==> src/rtl/dmem_arbiter_if.sv <==
// Bus bundle between the two requesters, the arbiter and the 16-word data memory.
interface dmem_arbiter_if #(
  parameter int DATA_W = 32,
  parameter int ADDR_W = 32
);
  logic              cpu_req;
  logic              cpu_we;
  logic [ADDR_W-1:0] cpu_addr;
  logic [DATA_W-1:0] cpu_wdata;
  logic [DATA_W-1:0] cpu_rdata;
  logic              cpu_ack;
  logic              cpu_err;

  logic              dbg_req;
  logic              dbg_we;
  logic [ADDR_W-1:0] dbg_addr;
  logic [DATA_W-1:0] dbg_wdata;
  logic [DATA_W-1:0] dbg_rdata;
  logic              dbg_ack;
  logic              dbg_err;

  logic              mem_we;
  logic              mem_re;
  logic [ADDR_W-1:0] mem_addr;
  logic [DATA_W-1:0] mem_wdata;
  logic [DATA_W-1:0] mem_rdata;
  logic              busy;

  // Arbiter side.
  modport slave (
    input  cpu_req, cpu_we, cpu_addr, cpu_wdata,
    input  dbg_req, dbg_we, dbg_addr, dbg_wdata,
    input  mem_rdata,
    output cpu_rdata, cpu_ack, cpu_err,
    output dbg_rdata, dbg_ack, dbg_err,
    output mem_we, mem_re, mem_addr, mem_wdata, busy
  );

  // Requesters plus memory side.
  modport master (
    output cpu_req, cpu_we, cpu_addr, cpu_wdata,
    output dbg_req, dbg_we, dbg_addr, dbg_wdata,
    output mem_rdata,
    input  cpu_rdata, cpu_ack, cpu_err,
    input  dbg_rdata, dbg_ack, dbg_err,
    input  mem_we, mem_re, mem_addr, mem_wdata, busy
  );
endinterface

==> src/rtl/dmem_arbiter.sv <==
// Round-robin arbiter/sequencer sharing the data memory between CPU and debug ports.
// Each access runs IDLE -> GRANT -> RESP with all outputs registered.
module dmem_arbiter #(
  parameter int DATA_W = 32,
  parameter int ADDR_W = 32,
  parameter int DEPTH  = 16
) (
  input  logic           clk,
  input  logic           reset,
  dmem_arbiter_if.slave  bus
);

  typedef enum logic [1:0] {IDLE, GRANT, RESP} state_t;

  state_t            state;
  logic              prioDbg;   // debug wins a tie when set
  logic              latDbg;
  logic              latWe;
  logic              latErr;

  logic              pickDbg;
  logic              selWe;
  logic              selOk;
  logic [ADDR_W-1:0] selAddr;
  logic [DATA_W-1:0] selWdata;

  always_comb begin
    pickDbg  = bus.dbg_req & (~bus.cpu_req | prioDbg);
    selWe    = pickDbg ? bus.dbg_we    : bus.cpu_we;
    selAddr  = pickDbg ? bus.dbg_addr  : bus.cpu_addr;
    selWdata = pickDbg ? bus.dbg_wdata : bus.cpu_wdata;
    selOk    = selAddr < ADDR_W'(DEPTH);
  end

  always_ff @(posedge clk or posedge reset) begin
    if (reset) begin
      state         <= IDLE;
      prioDbg       <= 1'b0;
      latDbg        <= 1'b0;
      latWe         <= 1'b0;
      latErr        <= 1'b0;
      bus.cpu_ack   <= 1'b0;
      bus.cpu_err   <= 1'b0;
      bus.cpu_rdata <= '0;
      bus.dbg_ack   <= 1'b0;
      bus.dbg_err   <= 1'b0;
      bus.dbg_rdata <= '0;
      bus.mem_we    <= 1'b0;
      bus.mem_re    <= 1'b0;
      bus.mem_addr  <= '0;
      bus.mem_wdata <= '0;
      bus.busy      <= 1'b0;
    end else begin
      case (state)
        IDLE: begin
          if (bus.cpu_req | bus.dbg_req) begin
            // Strobes are set up here so they are valid for the whole GRANT cycle.
            state         <= GRANT;
            bus.busy      <= 1'b1;
            latDbg        <= pickDbg;
            prioDbg       <= ~pickDbg;
            latWe         <= selWe;
            latErr        <= ~selOk;
            bus.mem_addr  <= selAddr;
            bus.mem_wdata <= selWdata;
            bus.mem_we    <= selWe & selOk;
            bus.mem_re    <= ~selWe & selOk;
          end
        end
        GRANT: begin
          state       <= RESP;
          bus.mem_we  <= 1'b0;
          bus.mem_re  <= 1'b0;
          bus.cpu_ack <= ~latDbg;
          bus.dbg_ack <= latDbg;
          bus.cpu_err <= ~latDbg & latErr;
          bus.dbg_err <= latDbg & latErr;
          if (!latWe) begin
            if (latDbg) bus.dbg_rdata <= latErr ? '0 : bus.mem_rdata;
            else        bus.cpu_rdata <= latErr ? '0 : bus.mem_rdata;
          end
        end
        RESP: begin
          state       <= IDLE;
          bus.busy    <= 1'b0;
          bus.cpu_ack <= 1'b0;
          bus.dbg_ack <= 1'b0;
          bus.cpu_err <= 1'b0;
          bus.dbg_err <= 1'b0;
        end
        default: state <= IDLE;
      endcase
    end
  end

endmodule

==> src/flat_wrapper.sv <==
// flat-port wrapper written by rule: the top's interface ports become plain ports
module dmem_arbiter_flat 
#(
  parameter int DATA_W = 32,
  parameter int ADDR_W = 32,
  parameter int DEPTH  = 16
)
  (clk, reset, bus_cpu_req, bus_cpu_we, bus_cpu_addr, bus_cpu_wdata, bus_dbg_req, bus_dbg_we, bus_dbg_addr, bus_dbg_wdata, bus_mem_rdata, bus_cpu_rdata, bus_cpu_ack, bus_cpu_err, bus_dbg_rdata, bus_dbg_ack, bus_dbg_err, bus_mem_we, bus_mem_re, bus_mem_addr, bus_mem_wdata, bus_busy);
  dmem_arbiter_if #(.DATA_W(DATA_W), .ADDR_W(ADDR_W)) bus_i ();
  input  logic clk;
  input  logic reset;
  input wire logic [$bits(bus_i.cpu_req)-1:0] bus_cpu_req;
  input wire logic [$bits(bus_i.cpu_we)-1:0] bus_cpu_we;
  input wire logic [$bits(bus_i.cpu_addr)-1:0] bus_cpu_addr;
  input wire logic [$bits(bus_i.cpu_wdata)-1:0] bus_cpu_wdata;
  input wire logic [$bits(bus_i.dbg_req)-1:0] bus_dbg_req;
  input wire logic [$bits(bus_i.dbg_we)-1:0] bus_dbg_we;
  input wire logic [$bits(bus_i.dbg_addr)-1:0] bus_dbg_addr;
  input wire logic [$bits(bus_i.dbg_wdata)-1:0] bus_dbg_wdata;
  input wire logic [$bits(bus_i.mem_rdata)-1:0] bus_mem_rdata;
  output wire logic [$bits(bus_i.cpu_rdata)-1:0] bus_cpu_rdata;
  output wire logic [$bits(bus_i.cpu_ack)-1:0] bus_cpu_ack;
  output wire logic [$bits(bus_i.cpu_err)-1:0] bus_cpu_err;
  output wire logic [$bits(bus_i.dbg_rdata)-1:0] bus_dbg_rdata;
  output wire logic [$bits(bus_i.dbg_ack)-1:0] bus_dbg_ack;
  output wire logic [$bits(bus_i.dbg_err)-1:0] bus_dbg_err;
  output wire logic [$bits(bus_i.mem_we)-1:0] bus_mem_we;
  output wire logic [$bits(bus_i.mem_re)-1:0] bus_mem_re;
  output wire logic [$bits(bus_i.mem_addr)-1:0] bus_mem_addr;
  output wire logic [$bits(bus_i.mem_wdata)-1:0] bus_mem_wdata;
  output wire logic [$bits(bus_i.busy)-1:0] bus_busy;
  assign bus_i.cpu_req = bus_cpu_req;
  assign bus_i.cpu_we = bus_cpu_we;
  assign bus_i.cpu_addr = bus_cpu_addr;
  assign bus_i.cpu_wdata = bus_cpu_wdata;
  assign bus_i.dbg_req = bus_dbg_req;
  assign bus_i.dbg_we = bus_dbg_we;
  assign bus_i.dbg_addr = bus_dbg_addr;
  assign bus_i.dbg_wdata = bus_dbg_wdata;
  assign bus_i.mem_rdata = bus_mem_rdata;
  assign bus_cpu_rdata = bus_i.cpu_rdata;
  assign bus_cpu_ack = bus_i.cpu_ack;
  assign bus_cpu_err = bus_i.cpu_err;
  assign bus_dbg_rdata = bus_i.dbg_rdata;
  assign bus_dbg_ack = bus_i.dbg_ack;
  assign bus_dbg_err = bus_i.dbg_err;
  assign bus_mem_we = bus_i.mem_we;
  assign bus_mem_re = bus_i.mem_re;
  assign bus_mem_addr = bus_i.mem_addr;
  assign bus_mem_wdata = bus_i.mem_wdata;
  assign bus_busy = bus_i.busy;
  dmem_arbiter #(.DATA_W(DATA_W), .ADDR_W(ADDR_W), .DEPTH(DEPTH)) u_core (.clk(clk), .reset(reset), .bus(bus_i));
endmodule
==> config.mk <==
export PLATFORM = sky130hd
export DESIGN_NAME = dmem_arbiter_flat
export DESIGN_NICKNAME = d
export VERILOG_FILES = /design/src/rtl/dmem_arbiter_if.sv /design/src/rtl/dmem_arbiter.sv /design/src/flat_wrapper.sv
export SDC_FILE = /design/constraint.sdc
export NUM_CORES = 1
export LEC_CHECK = 0
export ABC_AREA = 0
export BUFFER_PORTS_ARGS = -buffer_cell sky130_fd_sc_hd__buf_2
export CAP_MARGIN = 5
export CORE_MARGIN = 4
export CORE_UTILIZATION = 35
export CTS_BUF_LIST = sky130_fd_sc_hd__clkbuf_4
export CTS_CLUSTER_DIAMETER = 200
export CTS_CLUSTER_SIZE = 30
export DETAILED_ROUTE_END_ITERATION = 16
export SYNTH_ARGS = -nofsm -noshare
export SYNTH_HDL_FRONTEND = slang
export SYNTH_SLANG_ARGS = --single-unit
==> constraint.sdc <==
create_clock -name clk -period 9.15 [get_ports clk]
set_clock_uncertainty 0.2 [all_clocks]
set_input_delay 0.4575 -clock clk [delete_from_list [all_inputs] [get_ports clk]]
set_output_delay 0.4575 -clock clk [all_outputs]
set_load 0.02 [all_outputs]
# After elaboration in Yosys (flattened, before gate mapping)
# Index checks and enable logic that the tools add are counted.
# totals
register_bits	141
in_bits	166
# classes
order_cmp	1
eq_ne	3
muxes	16
bitwise_logic	13
n_reduce_logical	9
# op_table
op	count
32-bit 2-to-1 mux	3
32-bit by 5-bit < comparator with 1-bit output, second input constant	1
1-bit one-hot mux with 2 select lines	7
1-bit inverter	6
2-bit AND reduction	3
3-bit AND reduction	2
2-bit nonzero test	3
1-bit AND	5
1-bit 2-to-1 mux	4
2-bit one-hot mux with 2 select lines	1
2-bit by 1-bit == test with 1-bit output, second input constant	1
2-bit == test, second input constant	1
2-bit logical NOT	1
2-bit 2-to-1 mux	1
2-bit by 1-bit inequality test with 1-bit output, second input constant	1
1-bit bitwise OR	2

# Logic depth before layout (Yosys ltp)
# Gate-level depths: netlist (run 1).
# logic_depth
depth_word	8
ltp_mapped	8
depth_no_buf	7

# Worst setup path before layout (run 1)
# No wires, ideal clock.
# synth_path
path_type	register to register
from	reg u_core.state[1]
to	reg u_core.bus.cpu_rdata[10]
arrival_time_ns	1.586
required_time_ns	8.816
slack_ns	7.230
path_stages_with_launch	9
n_path_buf	2
period_less_slack_ns	1.920
cell_sequence	dfrtp_1 inv_1 ha_1 inv_1 or3_1 clkbuf_1 clkbuf_1 nand2_1 o21ai_0
# synth_between
elab_chain_cells	2
# synth_lines
item	line	source
from (decl)	dmem_arbiter.sv:15	state_t state;
from (signal assigned)	dmem_arbiter.sv:37	state <= IDLE;
from (signal assigned)	dmem_arbiter.sv:58	state <= GRANT;
from (signal assigned)	dmem_arbiter.sv:71	state <= RESP;
2-bit by 1-bit == test with 1-bit output	dmem_arbiter.sv:54	case (state)
3-bit AND reduction (no line)	--	
to (signal assigned)	dmem_arbiter.sv:80	else bus.cpu_rdata <= latErr ? '0 : bus.mem_rdata;
to (decl)	dmem_arbiter_if.sv:34	output cpu_rdata, cpu_ack, cpu_err,
# No other way between the ends.
# A chain may end at the register's enable or synchronous reset.

# Worst setup path in the final report (run 1)
# layout_path
from	reg u_core.prioDbg
to	reg u_core.bus.mem_wdata[14]
# layout_between
elab_chain_cells	3
# layout_lines
item	line	source
from (decl)	dmem_arbiter.sv:16	logic prioDbg;
from (signal assigned)	dmem_arbiter.sv:61	prioDbg <= ~pickDbg;
1-bit bitwise OR	dmem_arbiter.sv:28	pickDbg = bus.dbg_req & (~bus.cpu_req | prioDbg);
1-bit AND	dmem_arbiter.sv:28	
32-bit 2-to-1 mux	dmem_arbiter.sv:31	selWdata = pickDbg ? bus.dbg_wdata : bus.cpu_wdata;
to (signal assigned)	dmem_arbiter.sv:65	bus.mem_wdata <= selWdata;
to (decl)	dmem_arbiter_if.sv:36	output mem_we, mem_re, mem_addr, mem_wdata, busy
# No other way between the ends.

==> results.md, run 1 <==
* I/O Buffers at 300
* Crit-path max FO at 37
* Clock Pin Slew Worst Setup and Hold Paths at 130 ps
* Fmax at 329 MHz
* Worst Setup Start Kind: register
* Status: completed
* Vias after detailed routing at 6026
* DP Cell Count at 1060
* Worst rel slew slack at 29.1%
* Setup Viol. Count Final at 0
* CP max stage delay at 630 ps
* Worst Tran Pin Value at 1060 ps
* Power Density at 284 nW/um^2
* Cell Area, Synth at 5940 um^2
* Syn_nets at 742
* CP Cell Sequence: o21ai_4 > buf_4 > nor2_2 > buf_4 > a222oi_1 > dlygate4sd3_1 > inv_1
* Largest net degree at the start of global routing at 81
* Synth top area share at 59.4%
* Max Cap Viol at 0
* Critical path's slowest cell: dlygate4sd3_1
* CTS H-tree lvls at 4
* Tmin final at 3040 ps
* FF-to-FF Start: u_core.prioDbg$_DFFE_PP0P_
* Hold Fails Final Rpt at 0
* Vias in the first global route at 6292
* Register area share after synthesis at 59.4%
* Avg Vias per Cell at 4.86
* Post-route antenna net violation count at 0
* Core area at 16600 um^2
* CP Class: reg -> reg
* Die H at 138 um
* R2R depth at 7
* Die X at 138 um
* Clock buffer depth at 2
* Synth warn at 0
* Share of cells above drive strength 1 at 34.0%
* Sinks on Clock Net at 141
* Synth cell types at 33
* Initial antenna violation count at 2
* DRT Wirelength at 20.2 mm
* Req. time, crit path at 9400 ps
* Area leader, netlist: dfrtp_1
* Area Growth Syn to Fin at 57.7%
* Avg Cell Area, Syn at 10.4 um^2
* Pins over their slew limit at 0
* Leakage power at 0.00487 uW
* RePlAce Congestion at 0.799
* TritonCTS clock tree: yes
* Tightest Hold Check Type: in -> reg
* DR iter-0 viols at 401
* Crit end category: register
* Fill count at 1481
* Post-DP HPWL at 12.9 mm
* Top cells by area, synth: dfrtp_1, o21ai_0, nand2_1, a222oi_1, mux2i_1
* Worst Path Arrival at 3290 ps
* GR peak layer: met2
* Postcts setup bufs at 0
* R2R Path End: u_core.bus.mem_wdata[14]$_DFFE_PP0P_
* Row count at 47
* Maximum vdd ir drop at 0.195 mV
* RSZ-0062 raised after global routing: no
* Critical Path Start: u_core.prioDbg$_DFFE_PP0P_
* Hold path cells at 3
* Clock Latency Late Sink at 520 ps
* Starting density of the core at 35.8%
* Worst R2R Setup Slack at 6110 ps
* First-pass GRT wire length at 33.0 mm
* WHS Endpoint: u_core.bus.mem_addr[12]$_DFFE_PP0P_
* Setup TNS at 0 ps
* Die ar. at 19100 um^2
* Final worst path period share at 33.2%
* #FFs+latches synth at 141
* Initial DRT Pass Iterations at 7
* Post-DR wirelength/cell at 16.3 um
* Final Non-Filler Cells at 1239
* GR Util met3 at 7.42%
* Drt drc at 0
* Gr usage total at 21.1%
* Synth Instances at 572
* Grt met2 use at 33.9%
* Final #Nets at 1174
* Gr ovfl total at 0
* Top cell by count, worst path: buf_4
* CTS Buf Count at 17
* HP Start: bus_dbg_addr[12]
* IO Pins at 301
* Root buffer cell: clkbuf_4
* Met1 Usage GRT at 25.7%
-- flip-flops by register name (all words and copies together), names as in the netlist, 2 cells and up --
signal,flops
u_core.bus.dbg_rdata,32
u_core.bus.mem_wdata,32
u_core.bus.mem_addr,32
u_core.bus.cpu_rdata,32
u_core.state,2
-- what timing repair did --
action / CTS / global route
hold buffers: 145 / 0
gates resized for setup: 0 / 0
endpoints found under the hold margin: 200 / 0
-- synthesized netlist by cell type (all sizes together) --
master	number
nor4	12
or3	2
inv	46
nand2	106
and3	1
or3b	1
dfrtp	141
o32ai	2
buf	7
a32oi	1
mux2	1
nand3b	1
nand4	3
mux2i	29
nor3	1
nand4b	1
nor2	7
or4	2
nor4b	1
nand2b	32
nand3	1
ha	4
o21a	1
o21ai	102
a222oi	36
o22ai	1
clkbuf	30
-- worst max-delay path, delay by kind of cell (launching register included) --
| kind | cells | cell delay, ps |
|---|---|---|
| AO/OA/AOI/OAI | 2 | 880 |
| buffers and inverters | 4 | 1350 |
| flip-flops | 1 | 450 |
| AND/OR/NAND/NOR | 1 | 50 |
-- area by class of cell --
| class | instances | area, um^2 | area share (%) |
|---|---|---|---|
| clock inverters | 14 | 145 | 1.55 |
| repair buffers | 450 | 2990 | 32.0 |
| clock buffers | 18 | 135 | 1.44 |
| inverters | 46 | 178 | 1.90 |
| well taps | 220 | 275 | 2.94 |
| flip-flops and latches | 141 | 3530 | 37.7 |
| diodes | 2 | 5.00 | 0.0535 |
| multi-input cells | 348 | 2100 | 22.4 |
-- cell usage in the layout (no fill, tap or decap), drive strengths merged --
| cell | count |
|---|---|
| nand2b | 32 |
| inv | 48 |
| bufinv | 2 |
| or3b | 1 |
| o22ai | 1 |
| a32oi | 1 |
| nor4b | 1 |
| o21ai | 102 |
| dfrtp | 141 |
| mux2i | 29 |
| o32ai | 2 |
| clkbuf | 18 |
| nand4b | 1 |
| or3 | 2 |
| a222oi | 36 |
| nand3b | 1 |
| nand3 | 1 |
| mux2 | 1 |
| nor4 | 12 |
| nand4 | 3 |
| and3 | 1 |
| clkinvlp | 3 |
| nor2 | 7 |
| o21a | 1 |
| clkinv | 7 |
| nand2 | 106 |
| or4 | 2 |
| diode | 2 |
| buf | 305 |
| nor3 | 1 |
| ha | 4 |
| dlygate4sd3 | 145 |
-- worst max path at each step --
stage / endpoint / slack (ps) / cells past startpoint
4_1_cts: u_core.bus.mem_wdata[8]$_DFFE_PP0P_ / 6210 / 7
3_5_place_dp: u_core.bus.mem_wdata[23]$_DFFE_PP0P_ / 6440 / 8
6_report: u_core.bus.mem_wdata[14]$_DFFE_PP0P_ / 6110 / 7
5_1_grt: u_core.bus.mem_wdata[11]$_DFFE_PP0P_ / 5980 / 7
2_1_floorplan: u_core.bus.busy$_DFFE_PP0P_ / 4710 / 1
3_3_place_gp: u_core.bus.mem_wdata[28]$_DFFE_PP0P_ / 6500 / 8
-- layer usage --
metal,share of wire [%],up-vias
li1,-,2868
met2,47,316
met3,9.0,54
met5,0,-
met4,3.6,0
met1,40,2788
-- cells by family after synthesis --
group                      synth area share [%]
AOI/OAI and AO/OA                          15.5
adders and majority gates                 0.843
buffers and inverters                      5.44
DFF                                        59.4
muxes                                      5.08
and+or+nand+nor                            13.7
-- power breakdown --
part	leakage (uW)	switching (uW)	internal (uW)
Clock	0.000146	235	165
Combinational	0.00290	768	511
Sequential	0.00182	128	853
-- stage by stage --
stage	hold slack, ps	total power, uW	instance area (um^2)	setup WS [ps]	util, %
finish	59.7	2660	9360	6110	56.4
detailed placement	265	2060	7620	6440	46.0
global placement	258	2050	7620	6500	46.0
floorplan	259	1660	5940	4710	-
CTS	0.168	2660	9350	6210	56.4
global route	26.6	2850	9360	5980	56.4
(Power assumes the default switching activity.)
==> run 2: changes to the inputs <==
==> constraint.sdc (replaced) <==
create_clock -name clk -period 3 [get_ports clk]
set_clock_uncertainty 0.2 [all_clocks]
set_input_delay 0.15 -clock clk [delete_from_list [all_inputs] [get_ports clk]]
set_output_delay 0.15 -clock clk [all_outputs]
set_load 0.02 [all_outputs]
==> run 2 against run 1 <==
Net effect:
- utilization grew 2.3 points
- critical path depth grew 2
- cell count grew 2.7%
- global-route usage grew 0.44 points
- die area is the same
- sequential share of layout area shrank 1.5 points
- combinational power grew to 3.1 times the previous value
- first-iteration DRC count grew 40%
- routed wire length grew 0.44%
- clock power grew to 3.3 times the previous value
- power grew to 3.1 times the previous value
- worst setup slack lost 6000 ps
- largest cell class unchanged
==> results.md, run 2 (synthesis results as in run 1) <==
* Power Density at 848 nW/um^2
* Die X at 138 um
* Gr usage total at 21.6%
* DR iter-0 viols at 561
* Final design utilization at 58.7%
* I/O Buffers at 300
* Drt drc at 0
* Req. time, crit path at 3240 ps
* Worst R2R Setup Slack at 230 ps
* Worst rel slew slack at 24.3%
* Sinks on Clock Net at 141
* Post-DR wirelength/cell at 16.0 um
* Commonest non-fill, non-tap cell in the layout: buf_2
* CTS Buf Count at 17
* Core area at 16600 um^2
* Postcts setup bufs at 0
* Tmin final at 2910 ps
* Comb power frac at 47.8%
* Clock power share at 15.9%
* Clock buffer depth at 2
* DP Cell Count at 1062
* Avg Vias per Cell at 4.83
* Worst Tran Pin Value at 1130 ps
* CP Cell Sequence: dlygate4sd3_1 > buf_2 > nor4_1 > dlygate4sd3_1 > nand2_2 > dlygate4sd3_1 > nor4_2 > or3b_1 > nand3_1
* Final worst path period share at 97.1%
* DRT Wirelength at 20.3 mm
* WP buf/inv at 4
* Maximum vdd ir drop at 0.514 mV
* Leakage power at 0.00502 uW
* Final Cell Area at 9740 um^2
* Hold path cells at 4
* Tightest Hold Check Type: in -> reg
* Hold_ws at 108 ps
* Largest net degree at the start of global routing at 142
* Post-route antenna net violation count at 0
* Clock Latency Late Sink at 510 ps
* Post-DP HPWL at 12.7 mm
* Sequential Power Share at 36.4%
* P_int at 4810 uW
* Switching share of power at 41.8%
* Die ar. at 19100 um^2
* Pins over their slew limit at 0
* Clock Pin Slew Worst Setup and Hold Paths at 110 ps
* Area Growth Syn to Fin at 64.0%
* Hold Fails Final Rpt at 0
* CP Class: in -> reg
* Setup Viol. Count Final at 0
* Root buffer cell: clkbuf_4
* Max Cap Viol at 0
* Crit end category: register
* Fmax at 343 MHz
* RSZ-0062 raised after global routing: no
* R2R depth at 8
* Crit-path max FO at 3
* Vias in the first global route at 6540
* Critical path's slowest cell: dlygate4sd3_1
* Initial DRT Pass Iterations at 10
* Starting density of the core at 35.8%
* Share of cells above drive strength 1 at 33.2%
* Gr ovfl total at 0
* Row count at 47
* Initial antenna violation count at 0
* WHS Endpoint: u_core.bus.mem_we$_DFFE_PP0P_
* First-pass GRT wire length at 33.8 mm
* N_diodes at 0
* Setup TNS at 0 ps
* Final Non-Filler Cells at 1272
* Die H at 138 um
* Vias after detailed routing at 6147
* CP max stage delay at 620 ps
* Switching power at 3450 uW
* FF-to-FF Start: u_core.state[0]$_DFFE_PP0P_
* R2R Path End: u_core.bus.mem_wdata[28]$_DFFE_PP0P_
* IO Pins at 301
* Commonest non-fill, non-tap cells in the layout: buf_2, dlygate4sd3_1, dfrtp_1
* Worst Path Arrival at 3160 ps
* CTS H-tree lvls at 4
* Top cell by count, worst path: dlygate4sd3_1
* TritonCTS clock tree: yes
* Worst Setup Start Kind: input pin
* Placed inst area at 7650 um^2
* Critical path's top delay family: buffers and inverters
* HP Start: bus_cpu_we
* Status: completed
* Final #Nets at 1209
* RePlAce Congestion at 0.842
-- run 2: timing repair --
action	CTS	global route
gates resized for setup	0	0
hold endpoints to repair	278	0
hold buffers	178	0
-- run 2: through the flow --
stage          power, uW  setup slack [ps]
2_1_floorplan       5080               887
3_3_place_gp        6260               685
3_5_place_dp        6300               610
4_1_cts             8240               229
5_1_grt             8860              1.72
6_report            8260              85.6
-- run 2: worst min-delay path: cells and delay by family --
kind	cells	cell delay, ps
AND/OR/NAND/NOR	2	240
multiplexers	1	280
buffers and inverters	1	100
-- run 2: worst max path at each step --
| stage | start | endpoint | depth (start not counted) |
|---|---|---|---|
| after floorplan | reset | u_core.bus.busy$_DFFE_PP0P_ | 1 |
| final | bus_cpu_addr[27] | u_core.bus.mem_we$_DFFE_PP0P_ | 9 |
| after detailed placement | u_core.state[1]$_DFFE_PP0P_ | u_core.bus.dbg_rdata[28]$_DFFE_PP0P_ | 5 |
| after CTS | bus_cpu_addr[28] | u_core.bus.mem_we$_DFFE_PP0P_ | 9 |
| after global placement | u_core.state[1]$_DFFE_PP0P_ | u_core.bus.cpu_rdata[12]$_DFFE_PP0P_ | 6 |
| after global routing | bus_cpu_addr[11] | u_core.bus.mem_we$_DFFE_PP0P_ | 9 |
-- run 2: layout make-up --
type	count	area, um^2
multi-input combinational	348	2100
clock inverter	13	164
fill	1406	6850
clock buffer	19	143
timing repair buffer	485	3350
sequential	141	3530
inverter	46	176
tap	220	275
-- run 2: power groups by stage --
stage	clock network, uW	logic, uW	registers, uW
after global routing	1450	4330	3090
after floorplan	0	1260	3820
after CTS	1360	3890	2990
final	1310	3940	3000
after detailed placement	0	3300	3010
after global placement	0	3240	3020
-- run 2: metal layers --
metal / GRT usage [%] / wire length [um] / up-vias
li1: - / - / 2935
met1: 26.9 / 8390 / 2884
met2: 34.9 / 9680 / 283
met3: 7.32 / 1720 / 45
met4: 7.96 / 550 / 0
met5: 0 / 0 / -
